File: config.mk
export PLATFORM = sky130hd
export DESIGN_NAME = cu_mem_arbiter_flat
export DESIGN_NICKNAME = d
export VERILOG_FILES = /design/src/rtl/cu_mem_arbiter_if.sv /design/src/rtl/cu_mem_arbiter.sv /design/src/flat_wrapper.sv
export SDC_FILE = /design/constraint.sdc
export NUM_CORES = 1
export LEC_CHECK = 0
export ABC_AREA = 1
export BUFFER_PORTS_ARGS = -buffer_cell sky130_fd_sc_hd__buf_2
export CAP_MARGIN = 20
export CORE_MARGIN = 3
export CORE_UTILIZATION = 31
export CTS_BUF_LIST = sky130_fd_sc_hd__clkbuf_16
export DETAILED_ROUTE_END_ITERATION = 7
export PLACE_DENSITY = 0.59
export SYNTH_ARGS = -nofsm -noshare
export SYNTH_HDL_FRONTEND = slang
export SYNTH_SLANG_ARGS = --single-unit
File: constraint.sdc
create_clock -name clk -period 3.54 [get_ports clk]
set_input_delay 0.354 -clock clk [delete_from_list [all_inputs] [get_ports clk]]
set_output_delay 0.354 -clock clk [all_outputs]
set_load 0.05 [all_outputs]
File: src/rtl/cu_mem_arbiter_if.sv
// Thread-side and memory-side bus bundle for cu_mem_arbiter.
// slave is the arbiter's view; master is the view of the LSUs and memory around it.
interface cu_mem_arbiter_if #(
  parameter int NUM_THREADS     = 4,
  parameter int NUM_CHANNELS    = 2,
  parameter int DATA_WIDTH      = 16,
  parameter int DATA_ADDR_WIDTH = 8
);
  logic [NUM_THREADS-1:0]                 thr_req_val;
  logic [NUM_THREADS-1:0]                 thr_req_we;
  logic [NUM_THREADS*DATA_ADDR_WIDTH-1:0] thr_req_addr;
  logic [NUM_THREADS*DATA_WIDTH-1:0]      thr_req_data;
  logic [NUM_THREADS-1:0]                 thr_req_rdy;
  logic [NUM_THREADS-1:0]                 thr_resp_val;
  logic [NUM_THREADS*DATA_WIDTH-1:0]      thr_resp_data;

  logic [NUM_CHANNELS-1:0]                 mem_req_val;
  logic [NUM_CHANNELS-1:0]                 mem_req_rdy;
  logic [NUM_CHANNELS-1:0]                 mem_req_we;
  logic [NUM_CHANNELS*DATA_ADDR_WIDTH-1:0] mem_req_addr;
  logic [NUM_CHANNELS*DATA_WIDTH-1:0]      mem_req_data;
  logic [NUM_CHANNELS-1:0]                 mem_resp_val;
  logic [NUM_CHANNELS*DATA_WIDTH-1:0]      mem_resp_data;

  modport slave (
    input  thr_req_val, thr_req_we, thr_req_addr, thr_req_data,
    output thr_req_rdy, thr_resp_val, thr_resp_data,
    output mem_req_val, mem_req_we, mem_req_addr, mem_req_data,
    input  mem_req_rdy, mem_resp_val, mem_resp_data
  );

  modport master (
    output thr_req_val, thr_req_we, thr_req_addr, thr_req_data,
    input  thr_req_rdy, thr_resp_val, thr_resp_data,
    input  mem_req_val, mem_req_we, mem_req_addr, mem_req_data,
    output mem_req_rdy, mem_resp_val, mem_resp_data
  );
endinterface

File: src/rtl/cu_mem_arbiter.sv
// Merges NUM_THREADS LSU channels onto NUM_CHANNELS memory channels (round-robin + in-order tag FIFO).
// Define CU_MEM_ARBITER_PERF_EN to add per-channel saturating stall counters (perf_stall_cnt).
module cu_mem_arbiter #(
  parameter int NUM_THREADS     = 4,
  parameter int NUM_CHANNELS    = 2,
  parameter int DATA_WIDTH      = 16,
  parameter int DATA_ADDR_WIDTH = 8,
  parameter int DEPTH           = 4
) (
  input  logic clk,
  input  logic reset,
  cu_mem_arbiter_if.slave bus
`ifdef CU_MEM_ARBITER_PERF_EN
  ,
  output logic [NUM_CHANNELS*16-1:0] perf_stall_cnt
`endif
);

  localparam int TPC = NUM_THREADS / NUM_CHANNELS;
  localparam int TW  = (NUM_THREADS > 1) ? $clog2(NUM_THREADS) : 1;
  localparam int LW  = (TPC > 1) ? $clog2(TPC) : 1;
  localparam int PW  = $clog2(DEPTH);
  localparam int CW  = PW + 1;

  logic [NUM_CHANNELS-1:0] pop;
  logic [TW-1:0]           head_tag [NUM_CHANNELS];

  for (genvar c = 0; c < NUM_CHANNELS; c++) begin : g_ch
    logic [TPC-1:0]             cand_val;
    logic                       cand_we   [TPC];
    logic [DATA_ADDR_WIDTH-1:0] cand_addr [TPC];
    logic [DATA_WIDTH-1:0]      cand_data [TPC];
    logic [LW-1:0]              rr_ptr_q, rr_ptr_d;
    logic [LW-1:0]              gnt_local, idx;
    logic [TW-1:0]              gnt_thread;
    logic [CW-1:0]              count_q, count_d;
    logic [PW-1:0]              head_q, tail_q;
    logic [TW-1:0]              tag_q [DEPTH];
    logic                       any_val, full, fire;

    for (genvar k = 0; k < TPC; k++) begin : g_cand
      localparam int T = c + k * NUM_CHANNELS;
      assign cand_val[k]  = bus.thr_req_val[T];
      assign cand_we[k]   = bus.thr_req_we[T];
      assign cand_addr[k] = bus.thr_req_addr[T*DATA_ADDR_WIDTH +: DATA_ADDR_WIDTH];
      assign cand_data[k] = bus.thr_req_data[T*DATA_WIDTH +: DATA_WIDTH];
      assign bus.thr_req_rdy[T] = any_val && (gnt_local == LW'(k)) &&
                                  bus.mem_req_rdy[c] && !full;
    end

    // First valid candidate at or after rr_ptr, wrapping within the channel.
    always_comb begin
      any_val   = 1'b0;
      gnt_local = '0;
      idx       = '0;
      for (int off = 0; off < TPC; off++) begin
        idx = LW'((int'(rr_ptr_q) + off) % TPC);
        if (!any_val && cand_val[idx]) begin
          any_val   = 1'b1;
          gnt_local = idx;
        end
      end
    end

    // A full FIFO blocks even when a pop lands in the same cycle.
    assign full       = (count_q == CW'(DEPTH));
    assign fire       = any_val && !full && bus.mem_req_rdy[c];
    assign gnt_thread = TW'(c + int'(gnt_local) * NUM_CHANNELS);
    assign pop[c]     = bus.mem_resp_val[c] && (count_q != '0);
    assign head_tag[c] = tag_q[head_q];

    assign bus.mem_req_val[c] = any_val && !full;
    assign bus.mem_req_we[c]  = any_val && cand_we[gnt_local];
    assign bus.mem_req_addr[c*DATA_ADDR_WIDTH +: DATA_ADDR_WIDTH] =
      any_val ? cand_addr[gnt_local] : '0;
    assign bus.mem_req_data[c*DATA_WIDTH +: DATA_WIDTH] =
      any_val ? cand_data[gnt_local] : '0;

    always_comb begin
      rr_ptr_d = rr_ptr_q;
      count_d  = count_q;
      if (fire) rr_ptr_d = LW'((int'(gnt_local) + 1) % TPC);
      if (fire && !pop[c])      count_d = count_q + 1'b1;
      else if (!fire && pop[c]) count_d = count_q - 1'b1;
    end

    always_ff @(posedge clk or negedge reset) begin
      if (!reset) begin
        rr_ptr_q <= '0;
        count_q  <= '0;
        head_q   <= '0;
        tail_q   <= '0;
        for (int i = 0; i < DEPTH; i++) tag_q[i] <= '0;
      end else begin
        rr_ptr_q <= rr_ptr_d;
        count_q  <= count_d;
        if (fire) begin
          tag_q[tail_q] <= gnt_thread;
          tail_q        <= tail_q + 1'b1;
        end
        if (pop[c]) head_q <= head_q + 1'b1;
      end
    end

`ifdef CU_MEM_ARBITER_PERF_EN
    logic [15:0] stall_q;
    always_ff @(posedge clk or negedge reset) begin
      if (!reset) stall_q <= '0;
      else if (any_val && !fire && (stall_q != 16'hFFFF)) stall_q <= stall_q + 16'd1;
    end
    assign perf_stall_cnt[c*16 +: 16] = stall_q;
`endif
  end

  // Each thread belongs to exactly one channel, so only that channel's pop can target it.
  for (genvar t = 0; t < NUM_THREADS; t++) begin : g_thr
    localparam int CH = t % NUM_CHANNELS;
    logic                  hit;
    logic                  resp_val_q;
    logic [DATA_WIDTH-1:0] resp_data_q;

    assign hit = pop[CH] && (head_tag[CH] == TW'(t));

    always_ff @(posedge clk or negedge reset) begin
      if (!reset) begin
        resp_val_q  <= 1'b0;
        resp_data_q <= '0;
      end else begin
        resp_val_q <= hit;
        if (hit) resp_data_q <= bus.mem_resp_data[CH*DATA_WIDTH +: DATA_WIDTH];
      end
    end

    assign bus.thr_resp_val[t]                          = resp_val_q;
    assign bus.thr_resp_data[t*DATA_WIDTH +: DATA_WIDTH] = resp_data_q;
  end

endmodule
File: src/flat_wrapper.sv
// flat-port wrapper written by rule: the top's interface ports become plain ports
module cu_mem_arbiter_flat 
#(
  parameter int NUM_THREADS     = 4,
  parameter int NUM_CHANNELS    = 2,
  parameter int DATA_WIDTH      = 16,
  parameter int DATA_ADDR_WIDTH = 8,
  parameter int DEPTH           = 4
)
  (clk, reset, bus_thr_req_val, bus_thr_req_we, bus_thr_req_addr, bus_thr_req_data, bus_thr_req_rdy, bus_thr_resp_val, bus_thr_resp_data, bus_mem_req_val, bus_mem_req_we, bus_mem_req_addr, bus_mem_req_data, bus_mem_req_rdy, bus_mem_resp_val, bus_mem_resp_data);
  cu_mem_arbiter_if #(.NUM_THREADS(NUM_THREADS), .NUM_CHANNELS(NUM_CHANNELS), .DATA_WIDTH(DATA_WIDTH), .DATA_ADDR_WIDTH(DATA_ADDR_WIDTH)) bus_i ();
  input  logic clk;
  input  logic reset;
  input wire logic [$bits(bus_i.thr_req_val)-1:0] bus_thr_req_val;
  input wire logic [$bits(bus_i.thr_req_we)-1:0] bus_thr_req_we;
  input wire logic [$bits(bus_i.thr_req_addr)-1:0] bus_thr_req_addr;
  input wire logic [$bits(bus_i.thr_req_data)-1:0] bus_thr_req_data;
  output wire logic [$bits(bus_i.thr_req_rdy)-1:0] bus_thr_req_rdy;
  output wire logic [$bits(bus_i.thr_resp_val)-1:0] bus_thr_resp_val;
  output wire logic [$bits(bus_i.thr_resp_data)-1:0] bus_thr_resp_data;
  output wire logic [$bits(bus_i.mem_req_val)-1:0] bus_mem_req_val;
  output wire logic [$bits(bus_i.mem_req_we)-1:0] bus_mem_req_we;
  output wire logic [$bits(bus_i.mem_req_addr)-1:0] bus_mem_req_addr;
  output wire logic [$bits(bus_i.mem_req_data)-1:0] bus_mem_req_data;
  input wire logic [$bits(bus_i.mem_req_rdy)-1:0] bus_mem_req_rdy;
  input wire logic [$bits(bus_i.mem_resp_val)-1:0] bus_mem_resp_val;
  input wire logic [$bits(bus_i.mem_resp_data)-1:0] bus_mem_resp_data;
  assign bus_i.thr_req_val = bus_thr_req_val;
  assign bus_i.thr_req_we = bus_thr_req_we;
  assign bus_i.thr_req_addr = bus_thr_req_addr;
  assign bus_i.thr_req_data = bus_thr_req_data;
  assign bus_thr_req_rdy = bus_i.thr_req_rdy;
  assign bus_thr_resp_val = bus_i.thr_resp_val;
  assign bus_thr_resp_data = bus_i.thr_resp_data;
  assign bus_mem_req_val = bus_i.mem_req_val;
  assign bus_mem_req_we = bus_i.mem_req_we;
  assign bus_mem_req_addr = bus_i.mem_req_addr;
  assign bus_mem_req_data = bus_i.mem_req_data;
  assign bus_i.mem_req_rdy = bus_mem_req_rdy;
  assign bus_i.mem_resp_val = bus_mem_resp_val;
  assign bus_i.mem_resp_data = bus_mem_resp_data;
  cu_mem_arbiter #(.NUM_THREADS(NUM_THREADS), .NUM_CHANNELS(NUM_CHANNELS), .DATA_WIDTH(DATA_WIDTH), .DATA_ADDR_WIDTH(DATA_ADDR_WIDTH), .DEPTH(DEPTH)) u_core (.clk(clk), .reset(reset), .bus(bus_i));
endmodule
==> report_table.html <==
<table>
<tr><th>Metric</th><th>Value</th></tr>
<tr><th colspan="2">Critical path</th></tr>
<tr><td>Kind of critical path</td><td>register to output port</td></tr>
<tr><td>Arrival time of the worst setup path</td><td>2.49 ns</td></tr>
<tr><td>Required @ worst endpoint</td><td>~3.2 ns</td></tr>
<tr><td>R2R depth</td><td>11</td></tr>
<tr><td>Critical R2R Launch</td><td>u_core.g_ch[1].rr_ptr_q</td></tr>
<tr><td>Worst Setup SP</td><td>u_core.g_ch[1].rr_ptr_q</td></tr>
<tr><td>Max FO, Critical Path</td><td>31</td></tr>
<tr><td>Crit path launch type</td><td>register</td></tr>
<tr><td>Worst setup EP type</td><td>output port</td></tr>
<tr><th colspan="2">Route</th></tr>
<tr><td>Remaining number of nets flagged by the antenna check after routing</td><td>0</td></tr>
<tr><td>Number of vias after detailed routing</td><td>4,895</td></tr>
<tr><td>Remaining routing DRC violations</td><td>0</td></tr>
<tr><td>Routed WL per cell</td><td>between 10 and 15 um</td></tr>
<tr><td>First-pass DRT Iterations</td><td>4</td></tr>
<tr><td>Detailed router's first-iteration violation count</td><td>253</td></tr>
<tr><td>Via density per instance</td><td>4.49</td></tr>
<tr><td>Final wirelength</td><td>between 10,000 and 15,000 um</td></tr>
<tr><th colspan="2">Die</th></tr>
<tr><td>Chip Width</td><td>133 um</td></tr>
<tr><td>Core footprint</td><td>15,500 um2</td></tr>
<tr><td>Area of the die</td><td>between 15,000 and 20,000 um2</td></tr>
<tr><td>Count of standard-cell rows</td><td>45</td></tr>
<tr><td>Number of I/O pins</td><td>about 270</td></tr>
<tr><td>Effective utilization at floorplan</td><td>roughly 32%</td></tr>
<tr><td>Die Height</td><td>133 um</td></tr>
<tr><th colspan="2">Job</th></tr>
<tr><td>MaxCap Viol Count</td><td>0</td></tr>
<tr><th colspan="2">Hold path</th></tr>
<tr><td>Worst Min Path Start</td><td>bus_mem_resp_data[3]</td></tr>
<tr><td>Class of the tightest hold or removal check</td><td>primary input to register</td></tr>
<tr><td>Hold Path Depth</td><td>3</td></tr>
<tr><th colspan="2">Final layout</th></tr>
<tr><td>Leading cell type in the layout, fill and taps excluded</td><td>sky130_fd_sc_hd__buf_2</td></tr>
<tr><td>Layout overhead on the synthesized area</td><td>35.7%</td></tr>
<tr><td>Proportion of layout cells with a drive suffix above 1</td><td>36.1%</td></tr>
<tr><td>Number of diodes</td><td>0</td></tr>
<tr><td>Number of nets in the finished design</td><td>1,029</td></tr>
<tr><td>Commonest cells after routing, fill and taps aside</td><td>sky130_fd_sc_hd__buf_2, sky130_fd_sc_hd__nand2_1, sky130_fd_sc_hd__dfrtp_1</td></tr>
<tr><td>Area used by multi-input combinational logic</td><td>2200 um2</td></tr>
<tr><td>Register Area</td><td>2400 um2</td></tr>
<tr><td>Number of non-filler instances in the completed layout</td><td>1,091</td></tr>
<tr><td>Fill count</td><td>1,637</td></tr>
<tr><th colspan="2">Outcome</th></tr>
<tr><td>Run status</td><td>finished, final reports clean</td></tr>
<tr><th colspan="2">STA</th></tr>
<tr><td>Number of hold violations in the final report</td><td>0</td></tr>
<tr><td>Relative slew slack</td><td>about two fifths</td></tr>
<tr><td>Worst-margin pin slew</td><td>just over 0.9 ns</td></tr>
<tr><td>Clock period minus worst slack</td><td>2.84 ns</td></tr>
<tr><td>Sum Neg Setup Slack</td><td>0 ns</td></tr>
<tr><td>Final worst hold slack</td><td>0.227 ns</td></tr>
<tr><td>Maximum clock frequency</td><td>0.352 GHz</td></tr>
<tr><td>Number of slew-limit violations in the final report</td><td>0</td></tr>
<tr><td>Final Skew</td><td>0.00360 ns</td></tr>
<tr><td>Final Setup Violations</td><td>0</td></tr>
<tr><td>Setup repair after global routing missed its margin</td><td>false</td></tr>
<tr><td>Ratio of final minimum period to clock period</td><td>80.3%</td></tr>
<tr><th colspan="2">Power and ir drop</th></tr>
<tr><td>P_sw</td><td>3820 uW</td></tr>
<tr><td>Power share of the combinational group</td><td>57.0%</td></tr>
<tr><td>Leakage power total</td><td>0.00399 uW</td></tr>
<tr><td>Worst supply voltage drop on vdd</td><td>approximately 0.49 mV</td></tr>
<tr><td>Fraction of power spent switching nets</td><td>between 50% and 60%</td></tr>
<tr><td>Relative contribution of the clock network to total power</td><td>between 15 and 20%</td></tr>
<tr><td>Portion of total power attributed to sequential cells</td><td>27.2%</td></tr>
<tr><td>Int Power</td><td>approximately 3200 uW</td></tr>
<tr><td>Ratio of total power to cell area</td><td>~1000 nW/um2</td></tr>
<tr><th colspan="2">Synth</th></tr>
<tr><td>Portion of the post-synthesis area used by sequential elements</td><td>47.8%</td></tr>
<tr><td>Seq cells post-synth</td><td>96</td></tr>
<tr><td>Adder-cell share of the synthesized area</td><td>3.29%</td></tr>
<tr><td>Simple-gate portion of the synthesized area</td><td>~33%</td></tr>
<tr><td>Distinct cell type count of the synthesized netlist</td><td>30</td></tr>
<tr><td>Net count after synthesis</td><td>between 700 and 800</td></tr>
<tr><td>Count of flip-flops with a built-in enable after synthesis</td><td>0</td></tr>
<tr><td>Syn Std Cell Area</td><td>around 5000 um2</td></tr>
<tr><td>Multiplexer share of the synthesized area</td><td>0.224%</td></tr>
<tr><td>Xor/xnor share of the synthesized area</td><td>1.57%</td></tr>
<tr><td>Number of warnings issued by yosys</td><td>0</td></tr>
<tr><td>Average size of a mapped cell</td><td>roughly 8.0 um2</td></tr>
<tr><td>Main combinational cell family by area after synthesis</td><td>simple AND/OR/NAND/NOR gates</td></tr>
<tr><td>Async set-or-reset flop fraction in the synthesized netlist</td><td>100%</td></tr>
<tr><td>Predominant post-synthesis flop cell</td><td>sky130_fd_sc_hd__dfrtp_1</td></tr>
<tr><td>Synth Area in Compound Gates</td><td>5.88%</td></tr>
<tr><td>Synthesized instance count</td><td>approximately 630</td></tr>
<tr><th colspan="2">Clock network</th></tr>
<tr><td>Latest clock arrival within the worst-skew pair</td><td>0.34 ns</td></tr>
<tr><td>Clock buffers created by TritonCTS</td><td>9</td></tr>
<tr><td>Clock sink count</td><td>between 90 and 100</td></tr>
<tr><td>CTS H-tree lvls</td><td>3</td></tr>
<tr><td>Clock transition at the register clock pins on the worst setup and hold paths after CTS</td><td>0.07 ns</td></tr>
<tr><td>Buffer type at the clock tree root</td><td>sky130_fd_sc_hd__clkbuf_16</td></tr>
<tr><td>Maximum number of buffers from clock root to sink</td><td>2</td></tr>
<tr><td>CTS tree</td><td>built</td></tr>
<tr><th colspan="2">Global routing</th></tr>
<tr><td>Antenna violations before repair</td><td>0</td></tr>
<tr><td>Wire length of the first global-routing pass</td><td>23,600 um</td></tr>
<tr><td>Overall global routing resource usage</td><td>around 16%</td></tr>
<tr><td>Number of global-route vias before repair</td><td>4,742</td></tr>
<tr><td>Maximum number of pins on one net before global-route repair</td><td>81</td></tr>
<tr><td>Overflow after GRT</td><td>0</td></tr>
<tr><th colspan="2">Place</th></tr>
<tr><td>Placed insts</td><td>1,073</td></tr>
<tr><td>HPWL Detailed</td><td>10,800 um</td></tr>
<tr><td>Buffers added on ports</td><td>265</td></tr>
<tr><td>Routability congestion estimate from global placement</td><td>0.767</td></tr>
</table>
## worst paths after layout
path	endpoint	slack [ns]
max in group asynchronous	u_core.g_ch[1].tag_q[7]	2.30
hold / removal	u_core.g_thr[0].resp_data_q[3]	0.23
setup reg to reg	u_core.g_ch[1].count_q[2]	1.09
hold reg to reg	u_core.g_ch[1].tag_q[2]	0.46
setup / recovery	bus_thr_req_rdy[1]	0.70
min in group asynchronous	u_core.g_thr[0].resp_val_q	0.40
## per-layer routing
layer | wire [um] | vias to the layer above | share of wire, % | global-route usage, %
met5 | 0 | - | 0 | 0
met2 | 7210 | 179 | 50 | 28.2
met4 | 332 | 0 | 2.3 | 5.03
li1 | - | 2484 | - | -
met1 | 6130 | 2215 | 42 | 19.7
met3 | 828 | 17 | 5.7 | 3.55
## Yosys cell counts (2+ instances only)
cell	n	area, um2
sky130_fd_sc_hd__a21oi_1	4	20.0
sky130_fd_sc_hd__buf_1	2	7.51
sky130_fd_sc_hd__buf_2	13	65.1
sky130_fd_sc_hd__buf_4	11	82.6
sky130_fd_sc_hd__buf_6	5	56.3
sky130_fd_sc_hd__clkbuf_1	3	11.3
sky130_fd_sc_hd__dfrtp_1	96	2400
sky130_fd_sc_hd__fa_1	2	40.0
sky130_fd_sc_hd__ha_1	10	125
sky130_fd_sc_hd__inv_1	51	191
sky130_fd_sc_hd__inv_2	2	7.51
sky130_fd_sc_hd__inv_4	2	12.5
sky130_fd_sc_hd__nand2_1	259	972
sky130_fd_sc_hd__nand2_2	14	87.6
sky130_fd_sc_hd__nand2_4	5	56.3
sky130_fd_sc_hd__nand3_1	34	170
sky130_fd_sc_hd__nand3_2	3	30.0
sky130_fd_sc_hd__nand3_4	3	52.6
sky130_fd_sc_hd__nand4_1	32	200
sky130_fd_sc_hd__nor2_1	10	37.5
sky130_fd_sc_hd__o21ai_0	40	200
sky130_fd_sc_hd__o21ai_1	11	55.1
sky130_fd_sc_hd__xnor2_1	2	17.5
sky130_fd_sc_hd__xor2_1	7	61.3
## state kept, by name (all words and copies together) (netlist names)
register,count
u_core.g_ch.count_q,6
u_core.g_thr.resp_data_q,64
u_core.g_ch.tag_q,12
u_core.g_ch.head_q,4
u_core.g_ch.rr_ptr_q,2
u_core.g_thr.resp_val_q,4
u_core.g_ch.tail_q,4
## stage by stage
stage	setup slack [ns]	instance area, um2	util, %	total power [uW]
floorplan	1.35	5020	-	5100
global placement	1.07	6440	41.4	5940
detailed placement	1.03	6440	41.4	5970
CTS	0.648	6780	43.6	7120
global route	0.422	6820	43.9	7530
finish	0.696	6820	43.9	7030
## layout make-up
| class | count | area share, % |
|---|---|---|
| repair buffers | 271 | 20.5 |
| multi-input cells | 442 | 32.3 |
| well taps | 211 | 3.87 |
| flip-flops and latches | 96 | 35.2 |
| inverters | 55 | 3.10 |
| clock inverters | 7 | 1.74 |
| clock buffers | 9 | 3.30 |
## worst max-delay path, cell delays in order, from the launching register on
cell                      delay [ns]
sky130_fd_sc_hd__dfrtp_1        0.40
sky130_fd_sc_hd__inv_1          0.07
sky130_fd_sc_hd__nand2_2        0.07
sky130_fd_sc_hd__nand2_2        0.37
sky130_fd_sc_hd__inv_1          0.55
sky130_fd_sc_hd__nor2_1         0.35
sky130_fd_sc_hd__buf_2          0.31
## power groups by stage
stage | Sequential, uW | Combinational (uW) | Clock [uW]
2_1_floorplan | 3080 | 2020 | 0
3_5_place_dp | 1930 | 4040 | 0
4_1_cts | 1920 | 4050 | 1150
5_1_grt | 1980 | 4360 | 1190
6_report | 1910 | 4010 | 1110
3_3_place_gp | 1920 | 4020 | 0
## what timing repair did
action,CTS,global route
endpoints found under the hold margin,0,9
gates resized for setup,0,0
setup buffers,0,0
hold buffers,0,1
endpoints found under the setup margin,0,0
## kinds of logic (layout without fill, tap and decap cells)
group,Yosys count,count (layout)
and+or+nand+nor,362,362
buffers and inverters,89,342
muxes,1,1
DFF,96,96
AOI/OAI and AO/OA,58,58
adders and majority gates,12,12
xor gates and xnor gates,9,9
(Power assumes the default switching activity.)
